File: config.mk
export PLATFORM = sky130hd
export DESIGN_NAME = freq_frame_decoder
export DESIGN_NICKNAME = d
export VERILOG_FILES = /design/src/rtl/freq_pkg.sv /design/src/rtl/freq_gap_timer.sv /design/src/rtl/freq_frame_decoder.sv
export SDC_FILE = /design/constraint.sdc
export NUM_CORES = 1
export LEC_CHECK = 0
export BUFFER_PORTS_ARGS = -buffer_cell sky130_fd_sc_hd__buf_2
export CAP_MARGIN = 20
export CORE_MARGIN = 3
export CORE_UTILIZATION = 30
export DETAILED_ROUTE_END_ITERATION = 7
export PLACE_DENSITY = 0.54
export SYNTH_ARGS = -nofsm -noshare
export SYNTH_HDL_FRONTEND = slang
export SYNTH_SLANG_ARGS = --single-unit
export TNS_END_PERCENT = 20
File: constraint.sdc
create_clock -name baseClk -period 2.2 [get_ports baseClk]
set_clock_uncertainty 0.2 [all_clocks]
set_input_delay 0.11 -clock baseClk [delete_from_list [all_inputs] [get_ports baseClk]]
set_output_delay 0.11 -clock baseClk [all_outputs]
set_load 0.02 [all_outputs]
File: src/rtl/freq_pkg.sv
// rtl/freq_pkg.sv - shared frame constants and decoder state encoding
//
// Purpose : constants and types common to the frequency counter send stage
//           and the receive-side frame decoder.
// Contents: FRAME_HDR  - header byte that opens every result frame
//           FRAME_LEN  - total frame length in bytes (header + 4 payload)
//           state_t    - decoder state encoding (HUNT, B0..B3)
package freq_pkg;

    localparam logic [7:0] FRAME_HDR = 8'hFF;
    localparam int         FRAME_LEN = 5;

    typedef enum logic [2:0] {
        HUNT = 3'd0,
        B0   = 3'd1,
        B1   = 3'd2,
        B2   = 3'd3,
        B3   = 3'd4
    } state_t;

endpackage

File: src/rtl/freq_gap_timer.sv
// rtl/freq_gap_timer.sv - idle-gap watchdog between payload bytes
//
// Purpose : counts idle cycles while a frame is in progress and flags when
//           the gap reaches TIMEOUT cycles.
// Ports   : baseClk    - clock, rising edge
//           hard_Clr_n - synchronous active-low reset
//           en         - frame in progress; counter held at 0 when low
//           clr        - a payload byte is accepted this cycle
//           expire     - one-cycle flag: this idle cycle is the TIMEOUT-th
module freq_gap_timer #(
    parameter int TIMEOUT = 50000,
    parameter int TO_W    = 16
) (
    input  logic baseClk,
    input  logic hard_Clr_n,
    input  logic en,
    input  logic clr,
    output logic expire
);

    // The counter holds the number of idle cycles already seen, so the
    // TIMEOUT-th idle cycle is the one that finds TIMEOUT-1 in the register.
    localparam logic [TO_W-1:0] LIMIT = (TIMEOUT > 0) ? TO_W'(TIMEOUT - 1) : '0;

    logic [TO_W-1:0] gap_q;
    logic [TO_W-1:0] gap_d;

    assign expire = (TIMEOUT != 0) && en && !clr && (gap_q == LIMIT);

    always_comb begin
        gap_d = gap_q;
        if (!en || clr || expire) begin
            gap_d = '0;
        end else if (gap_q != '1) begin
            // Saturate so a disabled timeout never wraps back to LIMIT.
            gap_d = gap_q + 1'b1;
        end
    end

    always_ff @(posedge baseClk) begin
        if (!hard_Clr_n) begin
            gap_q <= '0;
        end else begin
            gap_q <= gap_d;
        end
    end

endmodule

File: src/rtl/freq_frame_decoder.sv
// rtl/freq_frame_decoder.sv - result frame decoder (0xFF header + 32-bit LE count)
//
// Purpose : hunts for the header byte, assembles the four following bytes
//           LSB first into a 32-bit count, and aborts stalled frames.
// Ports   : baseClk    - clock, rising edge
//           hard_Clr_n - synchronous active-low reset
//           rxData     - received byte, valid with rxValid
//           rxValid    - one-cycle byte strobe
//           count      - last good decoded count, held between frames
//           countValid - one-cycle pulse when count updates
//           frameErr   - one-cycle pulse when a frame times out
//           busy       - frame in progress (state other than HUNT)
//           frameCnt   - good frame counter, wraps at 8 bits
module freq_frame_decoder
    import freq_pkg::*;
#(
    parameter int TIMEOUT = 50000,
    parameter int TO_W    = 16
) (
    input  logic        baseClk,
    input  logic        hard_Clr_n,
    input  logic [7:0]  rxData,
    input  logic        rxValid,
    output logic [31:0] count,
    output logic        countValid,
    output logic        frameErr,
    output logic        busy,
    output logic [7:0]  frameCnt
);

    state_t            state_q, state_d;
    logic [2:0][7:0]   byte_q, byte_d;
    logic [31:0]       count_q, count_d;
    logic              count_valid_q, count_valid_d;
    logic              frame_err_q, frame_err_d;
    logic              busy_q, busy_d;
    logic [7:0]        frame_cnt_q, frame_cnt_d;

    logic              gap_expire;
    logic              payload_accept;

    // Only payload bytes restart the gap; the header enters B0 with the
    // counter already at 0 because it is held clear while hunting.
    assign payload_accept = rxValid && (state_q != HUNT);

    freq_gap_timer #(
        .TIMEOUT (TIMEOUT),
        .TO_W    (TO_W)
    ) u_gap_timer (
        .baseClk    (baseClk),
        .hard_Clr_n (hard_Clr_n),
        .en         (state_q != HUNT),
        .clr        (payload_accept),
        .expire     (gap_expire)
    );

    always_comb begin
        state_d       = state_q;
        byte_d        = byte_q;
        count_d       = count_q;
        count_valid_d = 1'b0;
        frame_err_d   = 1'b0;
        frame_cnt_d   = frame_cnt_q;

        case (state_q)
            HUNT: begin
                if (rxValid && (rxData == FRAME_HDR)) begin
                    state_d = B0;
                end
            end
            B0: begin
                if (rxValid) begin
                    byte_d[0] = rxData;
                    state_d   = B1;
                end else if (gap_expire) begin
                    state_d     = HUNT;
                    frame_err_d = 1'b1;
                end
            end
            B1: begin
                if (rxValid) begin
                    byte_d[1] = rxData;
                    state_d   = B2;
                end else if (gap_expire) begin
                    state_d     = HUNT;
                    frame_err_d = 1'b1;
                end
            end
            B2: begin
                if (rxValid) begin
                    byte_d[2] = rxData;
                    state_d   = B3;
                end else if (gap_expire) begin
                    state_d     = HUNT;
                    frame_err_d = 1'b1;
                end
            end
            B3: begin
                if (rxValid) begin
                    // Top byte goes straight into the result; no need to stage it.
                    count_d       = {rxData, byte_q[2], byte_q[1], byte_q[0]};
                    count_valid_d = 1'b1;
                    frame_cnt_d   = frame_cnt_q + 8'd1;
                    state_d       = HUNT;
                end else if (gap_expire) begin
                    state_d     = HUNT;
                    frame_err_d = 1'b1;
                end
            end
            default: begin
                state_d = HUNT;
            end
        endcase

        busy_d = (state_d != HUNT);
    end

    always_ff @(posedge baseClk) begin
        if (!hard_Clr_n) begin
            state_q       <= HUNT;
            byte_q        <= '0;
            count_q       <= '0;
            count_valid_q <= 1'b0;
            frame_err_q   <= 1'b0;
            busy_q        <= 1'b0;
            frame_cnt_q   <= '0;
        end else begin
            state_q       <= state_d;
            byte_q        <= byte_d;
            count_q       <= count_d;
            count_valid_q <= count_valid_d;
            frame_err_q   <= frame_err_d;
            busy_q        <= busy_d;
            frame_cnt_q   <= frame_cnt_d;
        end
    end

    assign count      = count_q;
    assign countValid = count_valid_q;
    assign frameErr   = frame_err_q;
    assign busy       = busy_q;
    assign frameCnt   = frame_cnt_q;

endmodule

==> summary.txt <==
Synthesis
  • Complex-gate fraction of the synthesized area: ~13%
  • #FFs+latches synth: 86
  • Simple-gate share of the synthesized area: between 20% and 30%
  • XOR/XNOR share of the synthesized area: 1.91%
  • Largest family of logic cells by synthesized area: simple AND/OR/NAND/NOR gates
  • Post-Syn Nets: between 400 and 500
  • Seq/Total Area, Yosys: between 40% and 50%
  • Cells after Synth: 417
  • Netlist cell types: 39
  • Synth Area in Adders: less than 1%
  • Post-synthesis mux area share: 6.82%
  • Syn_area_per_cell: approximately 9 sq um
  • Yosys warnings: 0
  • Synthesized area: around 3700 sq um

Die
  • Full die area: between 10000 and 15000 sq um
  • Rows: 39
  • Starting density of the core: 31.5%
  • Core ar.: 11700 sq um
  • Die W: about 120 um
  • I/O Pins: 54
  • Die Span Y: between 100 and 150 um

Pwr
  • Comb pwr share: under 10%
  • Clk pwr share: 47.2%
  • P_int: roughly 2.4 mW
  • Lkg Pwr: between 1.5 and 2 nW
  • Sequential power share: about half
  • Net Switching: 0.672 mW
  • Final total power: 3.09 mW
  • Peak supply drop: around 0.00033 V
  • Switching Fraction: a little over a fifth
  • Power per cell area: roughly 670 nW/um^2

Drt
  • Post-route ant nets: 0
  • Pre-antenna DRT Iters: 4
  • DR vias/cell: slightly below 5
  • Initial DRC Count: roughly 190
  • Via count: around 3100
  • DRC Markers: 0
  • Routed Wire Length: between 8000 and 9000 um
  • Average wire per standard cell: 14.1 um

Worst setup path
  • Delay-heaviest family, CP: simple AND/OR/NAND/NOR gates
  • Worst path max stage delay: 590 ps
  • CP Class: flop to flop
  • Crit path cell chain: or4_1 -> or4_4 -> o311a_1 -> or3_1
  • Slowest CP cell: or4_4
  • CP Buf/Inv Count: 0
  • Critical Path Source Type: flop
  • CP endpoint kind: flop
  • CP Max Fanout: 5
  • Arrival time worst endpoint: 2380 ps
  • Critical Path RT: around 2200 ps

Status
  • Failing checks: negative setup slack
  • Status: finished, violations left

Timing
  • Setup_tns: -163 ps
  • Final hold slack: ~21 ps
  • Peak Freq: roughly 0.42 GHz
  • Final hold violations: 0
  • Worst-Margin Slew: ~480 ps
  • Unrepaired setup endpoints after global routing: true
  • Final Setup Violations: 2
  • Post-route minimum period: 2360 ps
  • Slew headroom: 67.8%
  • Final Worst Setup Slack: -161 ps
  • Final Max Tran Viols: 0
  • Crit share post-route: 107%

Placement
  • GP Congestion: about 0.8
  • Detailed placement HPWL: around 6200 um
  • Port buffer count: 53
  • DP Area: about 4200 sq um

CTS
  • Clock Pin Slew Worst Setup and Hold Paths: 60 ps
  • Clock sinks: 86
  • CTS max path bufs: 2
  • CTS root buf: clkbuf_16
  • H-tree levels: 3
  • Clock Latency Late Sink: 340 ps
  • Post-CTS Setup Repair Bufs: 0
  • CTS tree: built
  • CTS Buf Count: 9

GRT
  • Largest net degree at the start of global routing: 48
  • Number of global-route vias before repair: 2876
  • Gr ovfl total: 0
  • Initial antenna violation count: 0
  • All-Layer GR Usage: between 10% and 20%
  • Global-route wire length before repair: 14600 um

Finish
  • Antenna cell count: 0
  • Final nets: approximately 500
  • Final instance area: between 4000 and 5000 sq um
  • Layout cell share with drive strength beyond 1: 21.2%
  • P&R area growth vs syn: 25.9%

Min path
  • Hold WC Path Type: input pin to flop

Job
  • # Max-Cap Violations: 0
[flip-flops by register name, indices dropped and copies added, names as in the netlist]
signal	flops
busy	1
byte_q	24
count	32
countValid	1
frameCnt	8
frameErr	1
state_q	3
u_gap_timer.gap_q	16
[power by group through the flow]
stage / clock [mW] / sequential, mW / combinational (mW)
3_3_place_gp: 0 / 1.59 / 0.0637
6_report: 1.46 / 1.56 / 0.0762
3_5_place_dp: 0 / 1.59 / 0.0643
2_1_floorplan: 0 / 1.59 / 0.0309
4_1_cts: 1.50 / 1.56 / 0.0771
5_1_grt: 1.57 / 1.56 / 0.0828
[cell usage in the layout, fill, tap and decap left out, types with 2 or more instances in the layout]
| master | instances |
|---|---|
| clkbuf_16 | 9 |
| buf_4 | 28 |
| clkbuf_8 | 2 |
| and3_1 | 2 |
| ha_1 | 2 |
| o21ai_0 | 3 |
| buf_2 | 53 |
| a211oi_1 | 3 |
| nor2_1 | 4 |
| nand3b_1 | 9 |
| nor4_1 | 2 |
| dfxtp_1 | 84 |
| xor2_1 | 3 |
| nand2_1 | 93 |
| nand4_1 | 10 |
| mux2i_1 | 25 |
| a21oi_1 | 10 |
| clkinvlp_4 | 3 |
| or4_1 | 2 |
| nor3_1 | 10 |
| a21boi_0 | 43 |
| nor2b_1 | 17 |
| xnor2_1 | 5 |
| and4b_1 | 3 |
| dlygate4sd3_1 | 9 |
| nor3b_1 | 3 |
| and2_1 | 10 |
| nand3_1 | 20 |
| or3_1 | 2 |
| dfxtp_2 | 2 |
| a31oi_1 | 2 |
[final timing paths]
path                                 startpoint                      to  slack, ps  depth (start not counted)
min                                  hard_Clr_n   count[0]$_SDFFE_PN0P_         20                          2
max reg2reg  u_gap_timer.gap_q[12]$_SDFFE_PP0P_         busy$_SDFF_PN0_       -160                          4
min reg2reg              count[16]$_SDFFE_PN0P_  count[16]$_SDFFE_PN0P_        260                          2
max          u_gap_timer.gap_q[12]$_SDFFE_PP0P_         busy$_SDFF_PN0_       -160                          4
[cell usage after synthesis, drive strengths merged]
master	instances	area, sq um
or3	2	12.5
nor4	2	12.5
nand3b	9	67.6
nor3b	3	22.5
and2	10	62.6
nor4b	1	8.76
nand3	20	100
nand4	10	62.6
and4	1	8.76
clkbuf	30	113
a22o	1	8.76
xnor2	5	43.8
ha	2	25.0
a32o	1	10.0
a211oi	3	22.5
a21oi	10	50.1
nand4b	1	8.76
mux2i	25	250
o21bai	1	7.51
nor2	4	15.0
buf	2	8.75
nor2b	17	106
and3	2	12.5
xor2	3	26.3
o41ai	1	8.76
nor3	10	50.1
dfxtp	86	1720
nor4bb	3	30.0
or4	3	22.5
o311a	1	10.0
and4b	3	30.0
o21ai	3	15.0
or4b	1	10.0
nand4bb	1	11.3
or2	1	6.26
a31oi	2	12.5
a21boi	43	323
nand2	94	353
[kinds of logic (layout without fill, tap and decap cells)]
family | Yosys count | after routing
AO/OA/AOI/OAI | 66 | 66
XOR/XNOR | 8 | 8
adder cells (fa/ha/maj) | 2 | 2
buffers and inverters | 32 | 106
flip-flops | 86 | 86
multiplexers | 25 | 25
AND/OR/NAND/NOR | 198 | 198
[stage by stage]
stage | utilization (%) | worst slack (ps) | std cells
after floorplan | - | -180 | 417
after global placement | 36.2 | -224 | 609
after detailed placement | 36.2 | -260 | 609
after CTS | 39.6 | -176 | 634
after global routing | 39.6 | -205 | 634
final | 39.6 | -161 | 634
[cell type report]
class / count / area [sq um]
Multi-Input combinational cell: 299 / 1860
Clock buffer: 12 / 256
Timing Repair Buffer: 90 / 566
Sequential cell: 86 / 1720
Tap cell: 143 / 179
Clock inverter: 4 / 31.3
Fill cell: 1191 / 7040
[worst reg2reg max path, stage by stage (launching register included)]
cell     delay (ps)
dfxtp_1         310
or4_1           520
or4_4           590
o311a_1         310
or3_1           310
[timing repair]
| item | CTS | global route |
|---|---|---|
| hold buffers | 9 | 0 |
| hold endpoints to repair | 34 | 0 |
| endpoints found under the setup margin | 16 | 18 |
| gates cloned | 0 | 0 |
| pin swaps | 2 | 1 |
| resized for setup | 4 | 0 |
[layer usage]
layer | wire length [um] | track usage, % | vias up
met2 | 4120 | 21.8 | 66
li1 | - | - | 1576
met5 | 0 | 0 | -
met4 | 105 | 3.67 | 0
met3 | 376 | 4.72 | 10
met1 | 4360 | 18.0 | 1426
No activity file was read; power rests on OpenSTA's default activity.
